[config.mk]
export PLATFORM = sky130hd
export DESIGN_NAME = phy_tx_symbol_gen
export DESIGN_NICKNAME = d
export VERILOG_FILES = /design/src/rtl/phy_tx_pkg.sv /design/src/rtl/phy_tx_skip_timer.sv /design/src/rtl/phy_tx_symbol_gen.sv
export SDC_FILE = /design/constraint.sdc
export NUM_CORES = 1
export LEC_CHECK = 0
export BUFFER_PORTS_ARGS = -buffer_cell sky130_fd_sc_hd__buf_2
export CAP_MARGIN = 20
export CORE_AREA = 2 2 53 55
export DETAILED_ROUTE_END_ITERATION = 10
export DIE_AREA = 0 0 55 57
export HOLD_SLACK_MARGIN = 0.15
export SYNTH_ARGS = -nofsm -noshare
export SYNTH_HDL_FRONTEND = slang
export SYNTH_SLANG_ARGS = --single-unit
[constraint.sdc]
create_clock -name clk_4f -period 1.4 [get_ports clk_4f]
set_input_delay 0.14 -clock clk_4f [delete_from_list [all_inputs] [get_ports clk_4f]]
set_output_delay 0.14 -clock clk_4f [all_outputs]
set_load 0.02 [all_outputs]
[src/rtl/phy_tx_pkg.sv]
// -----------------------------------------------------------------------------
// phy_tx_pkg
// Shared constants for the PHY TX path. The symbol generator, the serializer and
// the receiver all import these, so the comma and idle codes are defined here
// only once.
//   DATA_W       : symbol / payload width in bits
//   COM_SYM      : comma symbol, used for the training burst and skip insertion
//   IDLE_SYM     : idle symbol, sent when the link is active and no byte is taken
//   link_state_t : generator state encoding, also driven out on link_state
// -----------------------------------------------------------------------------
package phy_tx_pkg;

   localparam int         DATA_W   = 8;
   localparam logic [7:0] COM_SYM  = 8'hBC;
   localparam logic [7:0] IDLE_SYM = 8'h7C;

   // link_state reuses this encoding directly. 2'b00 and 2'b11 are never used.
   typedef enum logic [1:0] {
      ST_TRAIN  = 2'b01,
      ST_ACTIVE = 2'b10
   } link_state_t;

endpackage

[src/rtl/phy_tx_skip_timer.sv]
// -----------------------------------------------------------------------------
// phy_tx_skip_timer
// Sets the pace for periodic comma (skip) insertion while the link is ACTIVE.
// The count holds at 0 outside ACTIVE, so it always starts from 0 on the edge
// where the link enters ACTIVE. While ACTIVE it counts every edge and wraps from
// SKIP_PERIOD-1 back to 0. The skip flag is high for the cycle in which the
// count equals SKIP_PERIOD-1.
// Ports:
//   clk_4f   in  byte clock
//   reset    in  synchronous, active-low reset
//   i_active in  generator is in ACTIVE
//   o_skip   out current cycle is a skip cycle (combinational from the count)
// -----------------------------------------------------------------------------
module phy_tx_skip_timer
#(
   parameter int SKIP_PERIOD = 16
)
(
   input  logic clk_4f,
   input  logic reset,
   input  logic i_active,
   output logic o_skip
);

   localparam logic [7:0] SKIP_LAST = 8'(SKIP_PERIOD - 1);

   logic [7:0] r_skip_cnt;
   logic       w_last;

   assign w_last = (r_skip_cnt == SKIP_LAST);
   assign o_skip = i_active && w_last;

   always_ff @(posedge clk_4f) begin
      if (!reset) begin
         r_skip_cnt <= 8'd0;
      end else if (i_active) begin
         r_skip_cnt <= w_last ? 8'd0 : r_skip_cnt + 8'd1;
      end
   end

endmodule

[src/rtl/phy_tx_symbol_gen.sv]
// -----------------------------------------------------------------------------
// phy_tx_symbol_gen
// Byte-level symbol generator that feeds the PHY TX serializer. After reset it
// sends a comma training burst. It then forwards payload bytes under a
// valid/ready handshake and sends IDLE_SYM in every cycle where no byte is
// accepted.
// Optional build macro: PHY_TX_SKIP_EN. When defined, a comma replaces one
// ACTIVE cycle in every SKIP_PERIOD cycles, and ready_out is low during that
// cycle.
// Ports:
//   clk_4f      in   byte clock
//   reset       in   synchronous, active-low reset
//   data_in     in   payload byte
//   valid_in    in   data_in holds a valid byte
//   ready_out   out  byte accepted on this edge (decoded from registered state only)
//   sym_out     out  registered symbol to the serializer
//   sym_is_data out  registered; sym_out carries an accepted payload byte
//   link_state  out  registered; 2'b01 TRAIN, 2'b10 ACTIVE
// -----------------------------------------------------------------------------
module phy_tx_symbol_gen
#(
   parameter int                DATA_W       = phy_tx_pkg::DATA_W,
   parameter logic [DATA_W-1:0] COM_SYM      = DATA_W'(phy_tx_pkg::COM_SYM),
   parameter logic [DATA_W-1:0] IDLE_SYM     = DATA_W'(phy_tx_pkg::IDLE_SYM),
   parameter int                TRAIN_COMMAS = 4,
   parameter int                SKIP_PERIOD  = 16
)
(
   input  logic              clk_4f,
   input  logic              reset,
   input  logic [DATA_W-1:0] data_in,
   input  logic              valid_in,
   output logic              ready_out,
   output logic [DATA_W-1:0] sym_out,
   output logic              sym_is_data,
   output logic [1:0]        link_state
);

   import phy_tx_pkg::*;

   // Reject illegal parameter values when the design is elaborated.
   if (TRAIN_COMMAS < 1 || TRAIN_COMMAS > 255) begin : g_bad_train_commas
      $error("phy_tx_symbol_gen: TRAIN_COMMAS must be in 1..255");
   end
   if (SKIP_PERIOD < 2 || SKIP_PERIOD > 255) begin : g_bad_skip_period
      $error("phy_tx_symbol_gen: SKIP_PERIOD must be in 2..255");
   end

   localparam logic [7:0] TRAIN_LAST = 8'(TRAIN_COMMAS - 1);

   link_state_t       r_state;
   logic [7:0]        r_train_cnt;
   logic [DATA_W-1:0] r_sym;
   logic              r_is_data;

   logic w_active;
   logic w_skip;
   logic w_accept;

   assign w_active = (r_state == ST_ACTIVE);

`ifdef PHY_TX_SKIP_EN
   phy_tx_skip_timer #(
      .SKIP_PERIOD (SKIP_PERIOD)
   ) u_skip_timer (
      .clk_4f   (clk_4f),
      .reset    (reset),
      .i_active (w_active),
      .o_skip   (w_skip)
   );
`else
   assign w_skip = 1'b0;
`endif

   // ready_out is decoded from registered state only. During a skip cycle the
   // source keeps its byte, and the byte is taken on the next edge.
   assign ready_out = w_active && !w_skip;
   assign w_accept  = valid_in && ready_out;

   always_ff @(posedge clk_4f) begin
      if (!reset) begin
         r_state     <= ST_TRAIN;
         r_train_cnt <= 8'd0;
         r_sym       <= COM_SYM;
         r_is_data   <= 1'b0;
      end else begin
         case (r_state)
            ST_TRAIN: begin
               r_sym       <= COM_SYM;
               r_is_data   <= 1'b0;
               r_train_cnt <= r_train_cnt + 8'd1;
               if (r_train_cnt == TRAIN_LAST) begin
                  r_state <= ST_ACTIVE;
               end
            end
            ST_ACTIVE: begin
               // ACTIVE is left only through reset. train_cnt keeps its final value.
               if (w_accept) begin
                  r_sym     <= data_in;
                  r_is_data <= 1'b1;
               end else if (w_skip) begin
                  r_sym     <= COM_SYM;
                  r_is_data <= 1'b0;
               end else begin
                  r_sym     <= IDLE_SYM;
                  r_is_data <= 1'b0;
               end
            end
            default: begin
               r_state <= ST_TRAIN;
            end
         endcase
      end
   end

   assign sym_out     = r_sym;
   assign sym_is_data = r_is_data;
   assign link_state  = r_state;

endmodule

### Word level (Yosys, flattened, before mapping)

Index checks and enable logic that the tools add are counted.

* add/sub/neg operators: 1
* multipliers: 0
* divide/modulo/power cells: 0
* magnitude comparators: 0
* eq/ne operators: 4
* shift operators: 0
* muxes and demuxes: 6
* bitwise operators: 1
* reductions and logical operators: 3

Operators by type and width (number)
* $pmux W8 S2: 1
* $add A8 B1 Y8 const B: 1
* $eq A8 B2 Y1 const B: 1
* $mux W8: 1
* $pmux W2 S2: 1
* $eq A2 B1 Y1 const B: 1
* $eq A2 B2 Y1 const B: 1
* $mux W2: 1
* $ne A2 B2 Y1 const B: 1
* $pmux W1 S2: 1
* $reduce_and A2 Y1: 1
* $reduce_bool A2 Y1: 1
* $logic_and A1 B1 Y1: 1
* $mux W1: 1
* $not A1 Y1: 1

* register bits: 19
* bits in latches: 0
* RAM bits: 0
* ROM bits: 0
* input bits: 11
* output and inout bits: 12
* word-level logic and storage cells: 19
* memories: 0

### Longest topological paths before layout

Gate-level depths: netlist (run 1).

* depth in word-level cells: 4
* mapped depth: 7
* gate-level depth less buffers: 5

### Least setup slack after synthesis (run 1)

No wires, ideal clock.

* path kind: register to register
* start point: register r_state[0] (netlist: link_state[0])
* end point: register r_is_data (netlist: sym_is_data)
* setup time: 0.115 ns
* data arrival time: 1.421 ns
* data required time: 1.285 ns
* setup slack: -0.136 ns
* cell stages (with the launch flop): 7
* path buffers: 2
* clock period less this slack: 1.536 ns
* cell sequence: dfxtp_1 -> inv_1 -> ha_1 -> clkbuf_1 -> buf_2 -> o21ai_0 -> and2_1

* cells in the longest elaborated chain, start to end: 4
* elaborated cells between the ends (all ways): 6
* classes of those cells: 2 x eq/ne; 2 x mux; 2 x reduce/logical

Ends and longest elaborated chain
* from (decl): line phy_tx_symbol_gen.sv:51 `link_state_t r_state;`
* from (signal assigned): line phy_tx_symbol_gen.sv:82 `r_state <= ST_TRAIN;`
* from (signal assigned): line phy_tx_symbol_gen.sv:93 `r_state <= ST_ACTIVE;`
* from (signal assigned): line phy_tx_symbol_gen.sv:110 `r_state <= ST_TRAIN;`
* $eq A2 B2 Y1: line phy_tx_symbol_gen.sv:60, phy_tx_symbol_gen.sv:87
* $logic_and A1 B1 Y1: line phy_tx_symbol_gen.sv:78 `assign w_accept = valid_in && ready_out;`
* $mux W1: line phy_tx_symbol_gen.sv:98 `if (w_accept) begin`
* $pmux W1 S2: line phy_tx_symbol_gen.sv:87 `case (r_state)`
* to (signal assigned): line phy_tx_symbol_gen.sv:90 `r_is_data <= 1'b0;`
* to (signal assigned): line phy_tx_symbol_gen.sv:100 `r_is_data <= 1'b1;`
* to (signal assigned): line phy_tx_symbol_gen.sv:103 `r_is_data <= 1'b0;`
* to (decl): line phy_tx_symbol_gen.sv:54 `logic r_is_data;`

Parallel ways exist; a longest one is shown, timed or not.
A chain may end at the register's enable or synchronous reset.

### Worst setup path after layout (run 1)

* start point: register r_state[1] (netlist: link_state[1])
* end point: register r_train_cnt[7]

* cells in the longest elaborated chain, start to end: 1

Ends and longest elaborated chain
* $eq A2 B1 Y1: line phy_tx_symbol_gen.sv:87
* to (signal assigned): line phy_tx_symbol_gen.sv:91 `r_train_cnt <= r_train_cnt + 8'd1;`
* to (decl): line phy_tx_symbol_gen.sv:52 `logic [7:0] r_train_cnt;`

Every way passes these cells.

==> results of run 1 <==
-- synthesized netlist by cell type --
cell | n | area share
xnor2_1 | 3 | 0.032
a21boi_1 | 2 | 0.018
or3_1 | 3 | 0.023
xor2_1 | 1 | 0.011
clkbuf_1 | 2 | 0.0091
nor2b_1 | 7 | 0.053
nand4_2 | 1 | 0.015
a21boi_0 | 1 | 0.0091
nor4_1 | 1 | 0.0076
nand4_1 | 3 | 0.023
and2_1 | 8 | 0.061
nand3_1 | 4 | 0.024
nor2_1 | 1 | 0.0046
a211oi_1 | 1 | 0.0091
ha_1 | 3 | 0.046
nand2_1 | 7 | 0.032
mux2i_1 | 1 | 0.012
inv_1 | 3 | 0.014
buf_2 | 2 | 0.012
dfxtp_1 | 19 | 0.46
o31ai_1 | 1 | 0.0091
a21o_1 | 1 | 0.0091
a21oi_1 | 1 | 0.0061
nor3_1 | 4 | 0.024
o21ai_0 | 12 | 0.073
-- worst max path at each step --
stage	startpoint	endpoint	slack (ns)
floorplan	link_state[0]$_SDFFE_PN1P_	sym_out[7]$_SDFFE_PN1P_	0.02
global placement	link_state[0]$_SDFFE_PN1P_	sym_out[7]$_SDFFE_PN1P_	0.07
detailed placement	link_state[0]$_SDFFE_PN1P_	sym_is_data$_SDFFE_PN0P_	0.02
CTS	link_state[0]$_SDFFE_PN1P_	sym_is_data$_SDFFE_PN0P_	0.02
global route	link_state[1]$_SDFFE_PN0P_	r_train_cnt[6]$_SDFFE_PN0P_	0.003
finish	link_state[1]$_SDFFE_PN0P_	r_train_cnt[7]$_SDFFE_PN0P_	0.1
-- logic make-up (layout without fill, tap and decap cells) --
kind of cell               count (synthesis)  count (layout)  synth area share
and+or+nand+nor                           39              39             0.268
AOI/OAI and AO/OA                         19              19             0.134
adders and majority gates                  3               3            0.0457
xor gates and xnor gates                   4               4            0.0426
muxes                                      1               1            0.0122
DFF                                       19              19             0.463
buffers and inverters                      7              36            0.0350
-- area by class of cell --
class / instances / area (sq um)
fill: 274 / 1560
multi-input combinational: 66 / 418
sequential: 19 / 385
timing repair buffer: 29 / 175
tap: 31 / 38.8
clock buffer: 4 / 26.3
inverter: 3 / 11.3
-- state kept, by name (all words and copies together) (netlist names) --
signal,flops
r_train_cnt,8
link_state,2
sym_is_data,1
sym_out,8
-- repair_timing --
item                                   4_1_cts  5_1_grt
resized for setup                            0        2
hold buffers                                 5        0
endpoints found under the hold margin        5        0
setup endpoints to repair                    0       14
buffers inserted                             0        0
-- through the flow --
stage	cells	hold slack [ns]	setup slack [ns]	utilization
2_1_floorplan	92	0.262	0.0162	-
3_5_place_dp	143	0.420	0.0241	0.372
4_1_cts	152	0.156	0.0173	0.401
6_report	152	0.158	0.0957	0.403
3_3_place_gp	143	0.401	0.0699	0.372
5_1_grt	152	0.165	0.00306	0.403
-- critical path, delay by kind of cell, from the launching register on --
kind / cells / cell delay, ns
buf+inv: 1 / 0.07
flops: 1 / 0.34
simple gates: 2 / 0.47
fa+ha+maj: 1 / 0.23
compound gates: 1 / 0.13
-- report_power, final --
group	internal, mW	total (mW)	switching (mW)
combinational	0.160	0.326	0.166
clock	0.111	0.268	0.157
sequential	0.591	0.641	0.0500
total	0.862	1.23	0.373
-- metal layers --
layer | track usage | share of wire
met5 | 0 | 0
met4 | 0.0836 | 0.017
met3 | 0.0157 | 0.023
met2 | 0.206 | 0.50
met1 | 0.154 | 0.46
-- placed cells by master, fill, tap and decap left out, types with 2 or more instances in the layout --
cell type,count
xnor2_1,3
or3_1,3
dfxtp_1,17
a21boi_1,2
dlygate4sd3_1,5
buf_4,2
nand3_1,4
nand2_1,7
nor3_1,4
ha_2,2
o21ai_0,12
nand4_1,3
and2_1,8
inv_1,3
nor2b_1,7
buf_2,22
clkbuf_4,3
==> run_results.csv, run 1 <==
group,metric,value,unit
status,status,"completed",
synthesis,yosysWarnings,0,
drt,drc,0,
drt,antenna_left,0,
timing,finClkSkew,0.00212,ns
setup_path,required,1.63,ns
power,peakVddDrop,0.739,mV
cts,htreeDepth,1,
cts,cts_root_buf,"clkbuf_4",
setup_path,r2r-start,"link_state[1]$_SDFFE_PN0P_",
power,fin_total_pwr,1.23,mW
timing,setup_viol,0,
cts,cts_max_path_buffers,2,
layout,diodes,0,
die,die_h,57,um
die,start_util,0.314,
setup_path,worstSetupPathType,"flop to flop",
layout,layout-drive-gt1-share,0.264,
synthesis,ys_types,25,
placement,dpl.hpwl,1.20,mm
setup_path,slowest_delay,0.36,ns
die,core,2620,sq um
layout,synthToLayoutAreaGrowth,28.3,%
drt,routed_wirelength,1.64,mm
drt,drt_iter0_drc,7,
power,powerDensity,1170,nW/um^2
synthesis,synth_fp_nets,106,
placement,globalplace.congestion,0.672,
timing,fmax,0.767,GHz
setup_path,endpoint_kind,"flop",
setup_path,cp_max_fo,6,
timing,final.period_utilization,0.932,
global_routing,grt_pass1_vias,699,
global_routing,grt_use_total,0.127,
power,power_leakage,0.425,nW
global_routing,grt_pass1_wl,2.93,mm
timing,slew_headroom,0.824,
die,die_w,55,um
setup_path,cp-start-kind,"flop",
setup_path,r2r-end,"r_train_cnt[7]$_SDFFE_PN0P_",
drt,first_pass_iters,4,
min_path,hp-class,"primary input to flop",
die,rows,19,
global_routing,grt_antenna_before_repair,0,
timing,rsz0062_at_grt,"no",
timing,hold_violations,0,
drt,routed_via_density,4.66,
die,die-area,3140,sq um
synthesis,synth_cells,92,
drt,vias,709,
global_routing,grt_max_degree,19,
setup_path,r2r_cells,5,
flow_run,maxCapViolCount,0,
die,pin_count,23,
cts,cts.clk_slew.worst_paths,0.10,ns
setup_path,r2r_slack,0.1,ns
setup_path,crit_chain,"inv_1 > ha_2 > nand4_2 > or3_1 > a21boi_1",
synthesis,syn_area_per_cell,8.94,sq um
cts,clkLatencyLatePin,0.29,ns
min_path,min_to,"sym_out[7]$_SDFFE_PN1P_",
timing,final-max-slew-violation-count,0,
synthesis,synth_seq_cells,19,
layout,fin_area,1050,sq um
placement,placed_cell_area,973,sq um
setup_path,cp_data_arrival_time,1.53,ns
global_routing,grt.overflow.total,0,
min_path,holdPathStages,2,
cts,clkSinkCount,19,
layout,fin_nets,136,
setup_path,slowest_stage,"or3_1",
timing,finalSetupTns,0,ns
drt,wl_per_cell,10.8,um
cts,cts_buffers,3,
timing,finalCriticalPeriod,1.30,ns
synthesis,synth_area,822,sq um
placement,port_buffers,22,
min_path,hold_start,"reset",
cts,cts_tree,"yes",
synthesis,yosysSeqAreaShare,0.463,
timing,tightest_slew,0.262,ns
Power figures use the tool's default switching activity.
==> run 2, diff against run 1 <==
--- a/config.mk
+++ b/config.mk
@@ -5,11 +5,12 @@
 export SDC_FILE = /design/constraint.sdc
 export NUM_CORES = 1
 export LEC_CHECK = 0
-export BUFFER_PORTS_ARGS = -buffer_cell sky130_fd_sc_hd__buf_2
+export ABC_AREA = 1
+export BUFFER_PORTS_ARGS = -buffer_cell sky130_fd_sc_hd__clkbuf_2
 export CAP_MARGIN = 20
-export CORE_AREA = 2 2 53 55
+export CORE_AREA = 2 2 52 54
 export DETAILED_ROUTE_END_ITERATION = 10
-export DIE_AREA = 0 0 55 57
+export DIE_AREA = 0 0 54 56
 export HOLD_SLACK_MARGIN = 0.15
 export SYNTH_ARGS = -nofsm -noshare
 export SYNTH_HDL_FRONTEND = slang
==> run 2 against run 1 <==
Net effect: final area increased by 2.3%; clock skew increased by 0.0064 ns; final cell count increased by 14%; critical path depth increased by 2; first-iteration DRC count decreased by 71%; power decreased by 2.1%; combinational power decreased by 5%; die area decreased by 3.5%; largest power group unchanged.
==> run_results.csv, run 2 <==
group,metric,value,unit
synthesis,synth_top_cell_by_area,"dfxtp_1",
timing,setup_ws,0.129,ns
synthesis,synth_cells,107,
global_routing,grt_pass1_wl,2.71,mm
timing,final-max-slew-violation-count,0,
power,peakVddDrop,0.667,mV
cts,htreeDepth,1,
drt,antenna_left,0,
synthesis,syn_area_per_cell,7.34,sq um
global_routing,grt_use_total,0.122,
drt,routed_wirelength,1.63,mm
cts,clkSinkCount,19,
timing,setup_viol,0,
placement,dpl.hpwl,1.18,mm
power,p_sw,0.383,mW
synthesis,synth_fp_nets,121,
die,pin_count,23,
die,start_util,0.323,
synthesis,yosysMostFrequentCell,"nand2_1",
global_routing,grt_antenna_before_repair,0,
drt,routed_via_density,4.45,
synthesis,yosysSeqAreaShare,0.484,
timing,tightest_slew,0.263,ns
setup_path,worstSetupPathType,"flop to flop",
die,core,2430,sq um
layout,synthToLayoutAreaGrowth,37.3,%
synthesis,synth_area,786,sq um
layout,diodes,0,
synthesis,synth_top_area_frac,0.484,
setup_path,cp-start-kind,"flop",
timing,rsz0062_at_grt,"no",
placement,globalplace.congestion,0.667,
setup_path,required,1.63,ns
power,p_int,0.826,mW
power,fin_total_pwr,1.21,mW
global_routing,grt_max_degree,15,
global_routing,grt.overflow.total,0,
cts,cts_buffers,3,
synthesis,synthTopCellsByCount,"nand2_1, dfxtp_1, inv_1, nor2_1, a21oi_1",
power,power_leakage,0.487,nW
layout,layout-drive-gt1-share,0.259,
synthesis,yosysWarnings,0,
placement,placed_cell_area,955,sq um
timing,hold_violations,0,
drt,drt_iter0_drc,2,
cts,cts_max_path_buffers,2,
power,p_comb_frac,0.256,
drt,drc,0,
power,p_seq_frac,0.517,
cts,clkLatencyLatePin,0.30,ns
drt,first_pass_iters,2,
timing,final.period_utilization,0.908,
global_routing,grt_pass1_vias,683,
power,powerDensity,1120,nW/um^2
synthesis,async_flop_share,0,
timing,fmax,0.787,GHz
timing,slew_headroom,0.824,
layout,mostFrequentLayoutCell,"nand2_1",
synthesis,synth_flop_cell,"dfxtp_1",
min_path,hp-class,"primary input to flop",
power,swShare,0.317,
timing,finClkSkew,0.00849,ns
timing,finalSetupTns,0,ns
die,rows,18,
status,status,"completed",
layout,layout_common_cells,"nand2_1, clkbuf_2, dfxtp_1",
cts,postCtsSetupRepairBufs,0,
setup_path,cp_data_arrival_time,1.50,ns
setup_path,cp_max_fo,6,
drt,vias,770,
synthesis,ys_types,14,
die,die-area,3020,sq um
timing,finalCriticalPeriod,1.27,ns
synthesis,synth_area_leaders,"dfxtp_1, nand2_1, inv_1, a21oi_1, nor2_1",
placement,port_buffers,22,
placement,dp_slack,0.0227,ns
die,die_h,56,um
power,clockPowerShare,0.227,
die,die_w,54,um
cts,cts.clk_slew.worst_paths,0.11,ns
synthesis,synth_seq_cells,19,
cts,cts_tree,"yes",
setup_path,endpoint_kind,"flop",
layout,fin_nets,158,
cts,cts_root_buf,"clkbuf_4",
layout,post-route-util,0.443,
synthesis,synth_edf_count,0,
layout,fin_area,1080,sq um
drt,wl_per_cell,9.42,um
flow_run,maxCapViolCount,0,
-- run 2: cell count changes after synthesis, sizes merged, moves of 2 or more --
cell | previous run | this run
xnor2 | 3 | 0
a21boi | 3 | 0
nor3 | 4 | 1
inv | 3 | 15
o21ai | 12 | 6
or3 | 3 | 0
clkbuf | 2 | 0
nor2b | 7 | 0
a21oi | 1 | 11
and2 | 8 | 0
nor2 | 1 | 14
nand2 | 7 | 27
nand4 | 4 | 2
o22ai | 0 | 4
-- run 2: final cells by class --
cell class	count	area, sq um
Fill cell	261	1350
Sequential cell	19	382
Multi-Input combinational cell	72	363
Timing Repair Buffer	33	213
Inverter	15	56.3
Tap cell	30	37.5
Clock buffer	3	22.5
Clock inverter	1	5.00
-- run 2: layer usage --
metal	up-vias	part of all wire	global-route usage
li1	417	-	-
met1	334	0.45	0.130
met2	15	0.49	0.206
met3	4	0.033	0.0242
met4	0	0.029	0.0857
met5	-	0	0
-- run 2: cells by family after synthesis --
kind of cell / after synthesis / synth area share
DFF: 19 / 0.484
AOI/OAI and AO/OA: 21 / 0.140
buffers and inverters: 16 / 0.0780
adders and majority gates: 3 / 0.0478
and+or+nand+nor: 48 / 0.250
-- run 2: path summary, 6_finish.rpt --
check,start,endpoint,slack (ns),cells after the start
min,reset,sym_out[7]$_SDFFE_PN1P_,0.17,2
max,link_state[0]$_SDFFE_PN1P_,sym_out[0]$_SDFFE_PN0P_,0.13,7
max reg2reg,link_state[0]$_SDFFE_PN1P_,sym_out[0]$_SDFFE_PN0P_,0.13,7
min reg2reg,sym_out[1]$_SDFFE_PN0P_,sym_out[1]$_SDFFE_PN0P_,0.47,2
-- run 2: per-stage QoR --
stage | cells | hold WS, ns
finish | 173 | 0.169
global route | 173 | 0.186
CTS | 173 | 0.154
detailed placement | 161 | 0.367
global placement | 161 | 0.358
floorplan | 107 | 0.271
-- run 2: power groups by stage --
stage / Combinational [mW] / Sequential (mW) / Clock [mW]
floorplan: 0.167 / 0.648 / 0
global placement: 0.275 / 0.637 / 0
detailed placement: 0.275 / 0.638 / 0
CTS: 0.296 / 0.626 / 0.288
global route: 0.355 / 0.634 / 0.305
finish: 0.309 / 0.625 / 0.275
-- run 2: timing repair --
item,in CTS,in global routing
hold buffers,8,0
hold endpoints to repair,8,0
resized for setup,1,4
endpoints found under the setup margin,1,6
-- run 2: critical path: stages (launching register included) --
cell	delay [ns]
dfxtp_2	0.36
inv_1	0.05
ha_2	0.29
nor2_4	0.13
nand2_2	0.10
inv_1	0.09
nand2_1	0.05
a21oi_1	0.13
==> run 3, diff against run 2 <==
--- a/config.mk
+++ b/config.mk
@@ -5,13 +5,13 @@
 export SDC_FILE = /design/constraint.sdc
 export NUM_CORES = 1
 export LEC_CHECK = 0
-export ABC_AREA = 1
 export BUFFER_PORTS_ARGS = -buffer_cell sky130_fd_sc_hd__clkbuf_2
 export CAP_MARGIN = 20
-export CORE_AREA = 2 2 52 54
+export CORE_AREA = 2 2 47 49
 export DETAILED_ROUTE_END_ITERATION = 10
-export DIE_AREA = 0 0 54 56
+export DIE_AREA = 0 0 49 51
 export HOLD_SLACK_MARGIN = 0.15
+export PLACE_DENSITY = 0.68
 export SYNTH_ARGS = -nofsm -noshare
 export SYNTH_HDL_FRONTEND = slang
 export SYNTH_SLANG_ARGS = --single-unit
==> run 3 against run 2 <==
Net effect: highest routed layer unchanged; non-clock buffer count shrank 4; setup slack worse by 0.025 ns; count of clock-buffer cells in the layout grew 1; critical path type unchanged; global-route usage up 3.5 points; via count fell by 6.1%; sequential share of layout area grew 0.94 points.
==> run_results.csv, run 3 (synthesis results as in run 1) <==
group,metric,value,unit
die,core,2060,sq um
power,p_comb_frac,0.277,
global_routing,grt_use_total,0.157,
timing,rsz0062_at_grt,"no",
global_routing,met1_usage,0.186,
global_routing,grt_max_degree,19,
timing,tightest_slew,0.279,ns
layout,mostFrequentLayoutCell,"clkbuf_2",
drt,vias,723,
setup_path,endpoint_kind,"flop",
die,start_util,0.398,
global_routing,grt.overflow.total,0,
die,die_w,49,um
drt,routed_via_density,4.85,
setup_path,cp_data_arrival_time,1.52,ns
die,rows,17,
power,p_seq_frac,0.512,
timing,fmax,0.771,GHz
drt,drc,0,
setup_path,r2r-start,"link_state[1]$_SDFFE_PN0P_",
layout,layout_common_cells,"clkbuf_2, dfxtp_1, o21ai_0",
layout,diodes,0,
die,pin_count,23,
power,peakVddDrop,0.633,mV
min_path,holdPathStages,2,
power,clockPowerShare,0.210,
global_routing,use_met3,0.0380,
setup_path,slowest_stage,"dfxtp_2",
min_path,hold_start,"reset",
cts,cts_buffers,3,
placement,globalplace.congestion,0.731,
flow_run,maxCapViolCount,0,
global_routing,grt_antenna_before_repair,0,
global_routing,grt_pass1_vias,730,
setup_path,r2r_cells,5,
setup_path,worstSetupPathType,"flop to flop",
timing,final.period_utilization,0.926,
power,power_leakage,0.430,nW
min_path,hp-class,"primary input to flop",
setup_path,slowest_delay,0.36,ns
die,die_h,51,um
power,p_int,0.877,mW
timing,finClkSkew,0.00347,ns
timing,setup_viol,0,
timing,slew_headroom,0.812,
timing,hold_violations,0,
cts,clkLatencyLatePin,0.28,ns
cts,postCtsSetupRepairBufs,0,
layout,layout-drive-gt1-share,0.264,
setup_path,cp-start-kind,"flop",
cts,htreeDepth,1,
global_routing,grt_pass1_wl,3.02,mm
layout,synthToLayoutAreaGrowth,29.1,%
status,status,"completed",
layout,fin_area,1060,sq um
cts,clkSinkCount,19,
global_routing,grt_busiest_layer,"met2",
setup_path,r2r-end,"r_train_cnt[5]$_SDFFE_PN0P_",
global_routing,grtUsageMet2,0.265,
timing,finalCriticalPeriod,1.30,ns
placement,placed_cell_area,970,sq um
setup_path,crit_chain,"inv_1 > ha_2 > nand4_2 > or3_1 > a21boi_1",
layout,fillers,207,
drt,antenna_left,0,
cts,cts_root_buf,"clkbuf_4",
layout,final-seq-area,385,sq um
timing,finalSetupTns,0,ns
placement,dpl.hpwl,1.22,mm
setup_path,required,1.62,ns
layout,multi_input_area,428,sq um
drt,drt_iter0_drc,3,
setup_path,r2r_slack,0.10,ns
min_path,min_to,"sym_out[7]$_SDFFE_PN1P_",
timing,final-max-slew-violation-count,0,
drt,wl_per_cell,11.1,um
drt,routed_wirelength,1.66,mm
cts,cts_tree,"yes",
drt,first_pass_iters,2,
layout,fin_nets,136,
setup_path,cp_max_fo,4,
power,swShare,0.302,
power,powerDensity,1180,nW/um^2
cts,cts.clk_slew.worst_paths,0.10,ns
cts,cts_max_path_buffers,2,
die,die-area,2500,sq um
placement,port_buffers,22,
power,p_sw,0.378,mW
run 3: cell count changes in the layout (fill, tap and decap cells not counted), sizes merged, moves of 3 or more:
cell         previous run  this run
a21boi                  0         3
a21oi                  11         1
and2                    0         8
dlygate4sd3             8         5
inv                    15         3
nand2                  27         7
nor2                   14         1
nor2b                   0         7
nor3                    1         4
o21ai                   6        12
o22ai                   4         0
or3                     0         3
xnor2                   0         3
run 3: cell type report:
type	instances	area share
inverter	3	0.0106
timing repair buffer	29	0.165
tap	28	0.0330
multi-input combinational	66	0.403
sequential	19	0.363
clock buffer	4	0.0248
run 3: through the flow:
stage	total power, mW	instances	hold slack [ns]	utilization	setup slack, ns
finish	1.26	149	0.210	0.514	0.103
floorplan	0.892	92	0.262	-	0.0162
CTS	1.25	149	0.209	0.508	0.0777
detailed placement	0.965	140	0.416	0.470	0.0147
global placement	0.949	140	0.412	0.470	0.0786
global route	1.35	149	0.249	0.514	0.000167
run 3: power groups by stage:
stage / clock network (mW) / logic, mW / registers (mW)
finish: 0.264 / 0.348 / 0.643
global placement: 0 / 0.300 / 0.650
global route: 0.299 / 0.401 / 0.653
floorplan: 0 / 0.231 / 0.660
detailed placement: 0 / 0.312 / 0.653
CTS: 0.282 / 0.328 / 0.641
run 3: layer usage:
layer	part of all wire	up-vias	routed length [um]
met5	0	-	0
met3	0.048	2	79
li1	-	375	-
met4	0.0072	0	12
met2	0.48	18	799
met1	0.46	328	767
run 3: timing repair:
action / CTS / global route
gates resized for setup: 1 / 2
endpoints found under the hold margin: 5 / 0
pin swaps: 0 / 0
hold buffers: 5 / 0
endpoints found under the setup margin: 1 / 2
cloned: 0 / 0
run 3: critical path, delay by kind of cell (launching register included):
kind,cells,cell delay (ns)
and+or+nand+nor,2,0.46
DFF,1,0.36
adders and majority gates,1,0.21
AOI/OAI and AO/OA,1,0.14
buffers and inverters,1,0.08
run 3: how the worst max path moves through the flow:
stage | from | end | slack (ns) | depth (start not counted)
after CTS | link_state[1]$_SDFFE_PN0P_ | r_train_cnt[5]$_SDFFE_PN0P_ | 0.08 | 5
after global routing | link_state[1]$_SDFFE_PN0P_ | r_train_cnt[5]$_SDFFE_PN0P_ | 0.0002 | 5
final | link_state[1]$_SDFFE_PN0P_ | r_train_cnt[5]$_SDFFE_PN0P_ | 0.10 | 5
after floorplan | link_state[0]$_SDFFE_PN1P_ | sym_out[7]$_SDFFE_PN1P_ | 0.02 | 6
after detailed placement | link_state[0]$_SDFFE_PN1P_ | sym_out[7]$_SDFFE_PN1P_ | 0.01 | 4
after global placement | link_state[0]$_SDFFE_PN1P_ | sym_is_data$_SDFFE_PN0P_ | 0.08 | 4
